$ cat config.mk
export PLATFORM = sky130hd
export DESIGN_NAME = leaf_router_flat
export DESIGN_NICKNAME = d
export VERILOG_FILES = /design/src/rtl/leaf_router_if.sv /design/src/rtl/leaf_router.sv /design/src/flat_wrapper.sv
export SDC_FILE = /design/constraint.sdc
export NUM_CORES = 1
export LEC_CHECK = 0
export BUFFER_PORTS_ARGS = -buffer_cell sky130_fd_sc_hd__buf_2
export CAP_MARGIN = 20
export CORE_MARGIN = 2
export CORE_UTILIZATION = 35
export DETAILED_ROUTE_END_ITERATION = 12
export HOLD_SLACK_MARGIN = 0.03
export SKIP_LAST_GASP = 1
export SLEW_MARGIN = 20
export SYNTH_ARGS = -nofsm -noshare
export SYNTH_HDL_FRONTEND = slang
export SYNTH_SLANG_ARGS = --single-unit
export TNS_END_PERCENT = 20
$ cat constraint.sdc
create_clock -name clk -period 6.9 [get_ports clk]
set_clock_uncertainty 0.2 [all_clocks]
set_input_delay 0.69 -clock clk [delete_from_list [all_inputs] [get_ports clk]]
set_output_delay 0.69 -clock clk [all_outputs]
set_load 0.01 [all_outputs]
$ cat src/rtl/leaf_router_if.sv
// Bus bundle for leaf_router: four NI ports, the uplink pair and the sticky error flags.
// The router uses the slave view; a traffic source or bench uses the master view.
interface leaf_router_if #(
    parameter int DATA_W = 16
);
    logic [4*DATA_W-1:0] local_data_in;
    logic [3:0]          local_valid_in;
    logic [3:0]          local_ready_out;
    logic [4*DATA_W-1:0] local_data_out;
    logic [3:0]          local_valid_out;
    logic [DATA_W-1:0]   up_data_in;
    logic                up_valid_in;
    logic                up_ready_out;
    logic [DATA_W-1:0]   up_data_out;
    logic                up_valid_out;
    logic                up_ready_in;
    logic [4:0]          err_overflow;
    logic                err_route;

    modport slave (
        input  local_data_in, local_valid_in, up_data_in, up_valid_in, up_ready_in,
        output local_ready_out, local_data_out, local_valid_out, up_ready_out,
               up_data_out, up_valid_out, err_overflow, err_route
    );

    modport master (
        output local_data_in, local_valid_in, up_data_in, up_valid_in, up_ready_in,
        input  local_ready_out, local_data_out, local_valid_out, up_ready_out,
               up_data_out, up_valid_out, err_overflow, err_route
    );
endinterface

$ cat src/rtl/leaf_router.sv
// Five-input / five-output leaf router: per-input FIFOs, header-based routing and an
// independent round-robin arbiter per output feeding registered outputs.
module leaf_router #(
    parameter int GROUP_ID   = 5,
    parameter int DATA_W     = 16,
    parameter int FIFO_DEPTH = 4
) (
    input  logic         clk,
    input  logic         reset,
    leaf_router_if.slave bus
);
    localparam int NI = 5;
    localparam int AW = $clog2(FIFO_DEPTH);
    localparam int CW = AW + 1;
    localparam logic [3:0]    GRP      = 4'(GROUP_ID);
    localparam logic [CW-1:0] CNT_FULL = CW'(FIFO_DEPTH);
    localparam logic [CW-1:0] CNT_RDY  = CW'(FIFO_DEPTH - 2);

    logic [DATA_W-1:0] mem_q [NI][FIFO_DEPTH];
    logic [DATA_W-1:0] mem_d [NI][FIFO_DEPTH];
    logic [AW-1:0]     wr_ptr_q [NI];
    logic [AW-1:0]     wr_ptr_d [NI];
    logic [AW-1:0]     rd_ptr_q [NI];
    logic [AW-1:0]     rd_ptr_d [NI];
    logic [CW-1:0]     cnt_q [NI];
    logic [CW-1:0]     cnt_d [NI];
    logic [2:0]        rr_q [NI];
    logic [2:0]        rr_d [NI];
    logic [3:0]        lv_q, lv_d;
    logic [DATA_W-1:0] ld_q [4];
    logic [DATA_W-1:0] ld_d [4];
    logic              uv_q, uv_d;
    logic [DATA_W-1:0] ud_q, ud_d;
    logic [3:0]        ovf_q, ovf_d;
    logic              rerr_q, rerr_d;

    logic [DATA_W-1:0] head [NI];
    logic [DATA_W-1:0] wdata [NI];
    logic [NI-1:0]     req [NI];
    logic [NI-1:0]     drop, push, pop;
    logic [5:0]        hdr;
    logic [3:0]        pick;

    // Returns {found, input}; scanning downward lets the closest-to-pointer request win.
    function automatic logic [3:0] rr_pick(input logic [NI-1:0] r, input logic [2:0] ptr);
        logic [3:0] res;
        int         idx;
        res = '0;
        for (int k = NI - 1; k >= 0; k--) begin
            idx = (int'(ptr) + k) % NI;
            if (r[idx]) res = {1'b1, 3'(idx)};
        end
        return res;
    endfunction

    always_comb begin
        mem_d    = mem_q;
        wr_ptr_d = wr_ptr_q;
        rd_ptr_d = rd_ptr_q;
        cnt_d    = cnt_q;
        rr_d     = rr_q;
        lv_d     = '0;
        ld_d     = ld_q;
        uv_d     = uv_q;
        ud_d     = ud_q;
        ovf_d    = ovf_q;
        rerr_d   = rerr_q;
        drop     = '0;
        push     = '0;
        pop      = '0;
        hdr      = '0;
        pick     = '0;
        for (int j = 0; j < NI; j++) begin
            req[j]  = '0;
            wdata[j] = '0;
        end

        for (int j = 0; j < NI; j++) begin
            head[j] = mem_q[j][rd_ptr_q[j]];
            hdr     = head[j][DATA_W-1 -: 6];
            if (cnt_q[j] != '0) begin
                if (hdr == 6'd0)              drop[j] = 1'b1;
                else if (hdr[5:2] == GRP)     req[hdr[1:0]][j] = 1'b1;
                else if (j == NI - 1)         drop[j] = 1'b1;  // uplink flit would U-turn
                else                          req[NI-1][j] = 1'b1;
            end
        end

        for (int o = 0; o < 4; o++) begin
            pick = rr_pick(req[o], rr_q[o]);
            if (pick[3]) begin
                pop[pick[2:0]] = 1'b1;
                rr_d[o]        = (pick[2:0] == 3'(NI - 1)) ? 3'd0 : pick[2:0] + 3'd1;
                lv_d[o]        = 1'b1;
                ld_d[o]        = head[pick[2:0]];
            end
        end

        pick = rr_pick(req[NI-1], rr_q[NI-1]);
        if (uv_q && bus.up_ready_in) uv_d = 1'b0;
        if (pick[3] && (!uv_q || bus.up_ready_in)) begin
            pop[pick[2:0]] = 1'b1;
            rr_d[NI-1]     = (pick[2:0] == 3'(NI - 1)) ? 3'd0 : pick[2:0] + 3'd1;
            uv_d           = 1'b1;
            ud_d           = head[pick[2:0]];
        end

        pop    = pop | drop;
        rerr_d = rerr_q | (|drop);

        for (int j = 0; j < 4; j++) begin
            wdata[j] = bus.local_data_in[j*DATA_W +: DATA_W];
            push[j]  = bus.local_valid_in[j] && (cnt_q[j] != CNT_FULL);
            if (bus.local_valid_in[j] && (cnt_q[j] == CNT_FULL)) ovf_d[j] = 1'b1;
        end
        wdata[NI-1] = bus.up_data_in;
        push[NI-1]  = bus.up_valid_in && (cnt_q[NI-1] != CNT_FULL);

        for (int j = 0; j < NI; j++) begin
            if (push[j]) begin
                mem_d[j][wr_ptr_q[j]] = wdata[j];
                wr_ptr_d[j]           = wr_ptr_q[j] + AW'(1);
            end
            if (pop[j]) rd_ptr_d[j] = rd_ptr_q[j] + AW'(1);
            cnt_d[j] = cnt_q[j] + CW'(push[j]) - CW'(pop[j]);
        end
    end

    always_ff @(posedge clk) begin
        mem_q <= mem_d;
    end

    always_ff @(posedge clk or posedge reset) begin
        if (reset) begin
            for (int j = 0; j < NI; j++) begin
                wr_ptr_q[j] <= '0;
                rd_ptr_q[j] <= '0;
                cnt_q[j]    <= '0;
                rr_q[j]     <= '0;
            end
            for (int i = 0; i < 4; i++) ld_q[i] <= '0;
            lv_q   <= '0;
            uv_q   <= 1'b0;
            ud_q   <= '0;
            ovf_q  <= '0;
            rerr_q <= 1'b0;
        end else begin
            wr_ptr_q <= wr_ptr_d;
            rd_ptr_q <= rd_ptr_d;
            cnt_q    <= cnt_d;
            rr_q     <= rr_d;
            ld_q     <= ld_d;
            lv_q     <= lv_d;
            uv_q     <= uv_d;
            ud_q     <= ud_d;
            ovf_q    <= ovf_d;
            rerr_q   <= rerr_d;
        end
    end

    // Ready leaves room for the flit already in flight when the NI samples it.
    for (genvar i = 0; i < 4; i++) begin : g_port
        assign bus.local_ready_out[i]                  = (cnt_q[i] <= CNT_RDY);
        assign bus.local_data_out[i*DATA_W +: DATA_W] = ld_q[i];
    end
    assign bus.local_valid_out = lv_q;
    assign bus.up_ready_out    = (cnt_q[NI-1] != CNT_FULL);
    assign bus.up_valid_out    = uv_q;
    assign bus.up_data_out     = ud_q;
    assign bus.err_overflow    = {1'b0, ovf_q};
    assign bus.err_route       = rerr_q;
endmodule

$ cat src/flat_wrapper.sv
// flat-port wrapper written by rule: the top's interface ports become plain ports
module leaf_router_flat 
#(
    parameter int GROUP_ID   = 5,
    parameter int DATA_W     = 16,
    parameter int FIFO_DEPTH = 4
)
  (clk, reset, bus_local_data_in, bus_local_valid_in, bus_up_data_in, bus_up_valid_in, bus_up_ready_in, bus_local_ready_out, bus_local_data_out, bus_local_valid_out, bus_up_ready_out, bus_up_data_out, bus_up_valid_out, bus_err_overflow, bus_err_route);
  leaf_router_if #(.DATA_W(DATA_W)) bus_i ();
  input  logic clk;
  input  logic reset;
  input wire logic [$bits(bus_i.local_data_in)-1:0] bus_local_data_in;
  input wire logic [$bits(bus_i.local_valid_in)-1:0] bus_local_valid_in;
  input wire logic [$bits(bus_i.up_data_in)-1:0] bus_up_data_in;
  input wire logic [$bits(bus_i.up_valid_in)-1:0] bus_up_valid_in;
  input wire logic [$bits(bus_i.up_ready_in)-1:0] bus_up_ready_in;
  output wire logic [$bits(bus_i.local_ready_out)-1:0] bus_local_ready_out;
  output wire logic [$bits(bus_i.local_data_out)-1:0] bus_local_data_out;
  output wire logic [$bits(bus_i.local_valid_out)-1:0] bus_local_valid_out;
  output wire logic [$bits(bus_i.up_ready_out)-1:0] bus_up_ready_out;
  output wire logic [$bits(bus_i.up_data_out)-1:0] bus_up_data_out;
  output wire logic [$bits(bus_i.up_valid_out)-1:0] bus_up_valid_out;
  output wire logic [$bits(bus_i.err_overflow)-1:0] bus_err_overflow;
  output wire logic [$bits(bus_i.err_route)-1:0] bus_err_route;
  assign bus_i.local_data_in = bus_local_data_in;
  assign bus_i.local_valid_in = bus_local_valid_in;
  assign bus_i.up_data_in = bus_up_data_in;
  assign bus_i.up_valid_in = bus_up_valid_in;
  assign bus_i.up_ready_in = bus_up_ready_in;
  assign bus_local_ready_out = bus_i.local_ready_out;
  assign bus_local_data_out = bus_i.local_data_out;
  assign bus_local_valid_out = bus_i.local_valid_out;
  assign bus_up_ready_out = bus_i.up_ready_out;
  assign bus_up_data_out = bus_i.up_data_out;
  assign bus_up_valid_out = bus_i.up_valid_out;
  assign bus_err_overflow = bus_i.err_overflow;
  assign bus_err_route = bus_i.err_route;
  leaf_router #(.GROUP_ID(GROUP_ID), .DATA_W(DATA_W), .FIFO_DEPTH(FIFO_DEPTH)) u_core (.clk(clk), .reset(reset), .bus(bus_i));
endmodule
==> impl_metrics.py <==
metrics = {
    "clock_tree": {
        "cts_sinks": 460,
        "root_buffer": "clkbuf_16",
        "cts-buffers-inserted": 50,
        "cts_tree": "yes",
        "clk_pin_slew_ns": 0.07,
        "clkLatencyLatePin_ns": 0.63,
        "cts_buffer_depth": 3,
        "htree_levels": 2,
    },
    "timing": {
        "timing.final.crit_period_ns": 6.58,
        "period_share": 0.953,
        "tightest_slew_ns": 0.996,
        "setup_viol_count_final": 0,
        "slew_viol_final": 0,
        "finalHoldViolCount": 0,
        "max_freq_mhz": 152,
        "setup_tns_ns": 0,
        "grt_setup_unrepaired": "true",
        "max-slew-margin-rel": 0.336,
    },
    "route": {
        "finalWirelength_mm": 81.5,
        "dr.pass1.iters": 6,
        "vias": 20110,
        "ant_nets": 0,
        "via_per_inst": 5.60,
        "route.detailed.drc": 0,
        "wire_per_inst_microns": 22.7,
        "drt_first_iter_violations": 1840,
    },
    "yosys": {
        "synthAdderAreaFrac": 0.0741,
        "synth-simple-area-share": 0.118,
        "yosysWarnings": 0,
        "synth.most_common_cell": "edfxtp_1",
        "synthXorXnorAreaFrac": 0.0219,
        "synth_seq_area_share": 0.482,
        "async_reset_ff_frac": 0.304,
        "synth_edf_count": 320,
        "syn_inst": 2287,
        "yosysTopAreaCellShare": 0.353,
        "synthTopCellsByCount": "edfxtp_1 (320), nor2_1 (168), ha_1 (153)",
        "synth_nets": 2533,
        "synth_seq_cells": 460,
        "synth_area_sq_mm": 0.0272,
        "muxShareOfSynthArea": 0.137,
        "syn_avg_cell_area_sq_um": 11.9,
        "synth_top_family_by_area": "multiplexers",
        "synth-main-ff-cell": "edfxtp_1",
        "synth_compound_area_frac": 0.132,
        "yosys.area.top_type": "edfxtp_1",
        "synth.distinct_cells": 118,
        "synth_area_leaders": "edfxtp_1 (35%), dfrtp_1 (13%), ha_1 (7.0%)",
    },
    "critical_path": {
        "cp_slowest_cell": "or4_4",
        "r2r_setup_slack_ns": 0.32,
        "critPathMaxStageDelay_ns": 0.46,
        "crit_family": "adder cells",
        "worstPathArrival_ns": 6.86,
        "crit_fanout": 7,
        "crit_buf_inv": 7,
        "reg2reg_from": "u_core.rr_q[9]",
        "r2r_cells": 27,
        "endpoint_kind": "register",
        "r2r-end": "u_core.cnt_q[5]",
        "cp_common_cell": "inv_1",
        "path_class": "register to register",
        "cp-start-kind": "register",
        "required_ns": 7.18,
    },
    "global_route": {
        "grt_pass1_wl_mm": 122,
        "groute.usage.overall": 0.202,
        "overflow": 0,
        "grt_start_max_net_pins": 73,
        "antenna_found_initial": 10,
        "grt_pass1_vias": 19989,
    },
    "min_path": {
        "min_from": "bus_local_data_in[8]",
        "whs_path_depth": 1,
        "min_to": "u_core.mem_q[312]",
        "worstHoldPathType": "input port to register",
    },
    "layout": {
        "synthToLayoutAreaGrowth_pct": 15.0,
        "drive_gt1_frac": 0.218,
        "layout.nets": 2752,
        "layout.cells.non_filler": 3594,
        "post-route-util": 0.405,
    },
    "placement": {
        "portBuffers": 182,
        "gp_congestion": 0.904,
        "post-place-cells": 3492,
        "place_hpwl_mm": 61.8,
    },
    "floorplanning": {
        "ios": 184,
        "die_h_microns": 283,
        "die_area_sq_mm": 0.0799,
        "core_area_sq_mm": 0.0772,
        "die_w_microns": 283,
        "rows": 102,
        "start_util": 0.352,
    },
    "job": {
        "drv_cap": 0,
    },
    "run_status": {
        "status": "finished clean",
    },
}
## final cells by class
cell class / instances / area [sq um]
diodes: 7 / 17.5
well taps: 1040 / 1300
flip-flops and latches: 460 / 13100
clock inverters: 25 / 255
clock buffers: 68 / 1390
repair buffers: 257 / 1480
fillers: 7254 / 45900
inverters: 148 / 561
multi-input cells: 1589 / 13200
## layer usage
| layer | up-vias | global-route usage | part of all wire |
|---|---|---|---|
| li1 | 9175 | - | - |
| met1 | 10048 | 0.263 | 0.42 |
| met2 | 700 | 0.325 | 0.47 |
| met3 | 181 | 0.0426 | 0.068 |
| met4 | 6 | 0.0851 | 0.041 |
| met5 | - | 0 | 0.00049 |
## cell usage in the layout, fill, tap and decap left out, types with 53 or more instances in the layout
cell type and instances:
a21oi_1 126, buf_2 182, buf_4 74, dfrtp_1 140
edfxtp_1 320, ha_1 153, inv_1 139, mux2_2 60
mux2i_1 107, mux4_2 83, nand2_1 101, nor2_1 168
o21ai_0 68, xnor2_1 53
## flip-flops by register name, summed over array words and instances, names as in the netlist, 10 cells and up
name / flops
u_core.bus.local_data_out: 64
u_core.bus.up_data_out: 16
u_core.cnt_q: 15
u_core.mem_q: 320
u_core.rd_ptr_q: 10
u_core.rr_q: 15
u_core.wr_ptr_q: 10
## through the flow
step | hold WS (ns) | area, sq um | setup WS [ns]
floorplan | 0.268 | 27200 | 0.0312
global placement | 0.247 | 29600 | 0.372
detailed placement | 0.250 | 29600 | 0.205
CTS | 0.0587 | 31200 | 0.186
global route | 0.0797 | 31300 | -0.151
finish | 0.0816 | 31300 | 0.321
## kinds of logic (layout without fill, tap and decap cells)
group,after synthesis,count (layout)
AO/OA/AOI/OAI,508,508
XOR/XNOR,68,68
adder cells (fa/ha/maj),158,158
buffers and inverters,238,498
flip-flops,460,460
multiplexers,255,255
other,1,8
AND/OR/NAND/NOR,599,599
## worst max-delay path by stage
stage / slack, ns / to / start / cells past startpoint
final: 0.32 / u_core.cnt_q[5] / u_core.rr_q[9] / 27
after global routing: -0.15 / u_core.cnt_q[5] / u_core.rr_q[9] / 27
after CTS: 0.19 / u_core.cnt_q[2] / u_core.rr_q[4] / 26
after detailed placement: 0.21 / u_core.cnt_q[11] / u_core.rr_q[4] / 25
after global placement: 0.37 / u_core.cnt_q[11] / u_core.rr_q[4] / 25
after floorplan: 0.03 / u_core.cnt_q[5] / u_core.rr_q[6] / 31
## timing repair
item / 4_1_cts / 5_1_grt
gates resized for setup: 0 / 8
hold buffers: 1 / 0
setup buffers: 0 / 1
endpoints found under the setup margin: 0 / 10
endpoints found under the hold margin: 2 / 0
Power is left out: the tool's default activity adds up to more than one toggle a clock period on the data nets, which glitch-free logic cannot reach.
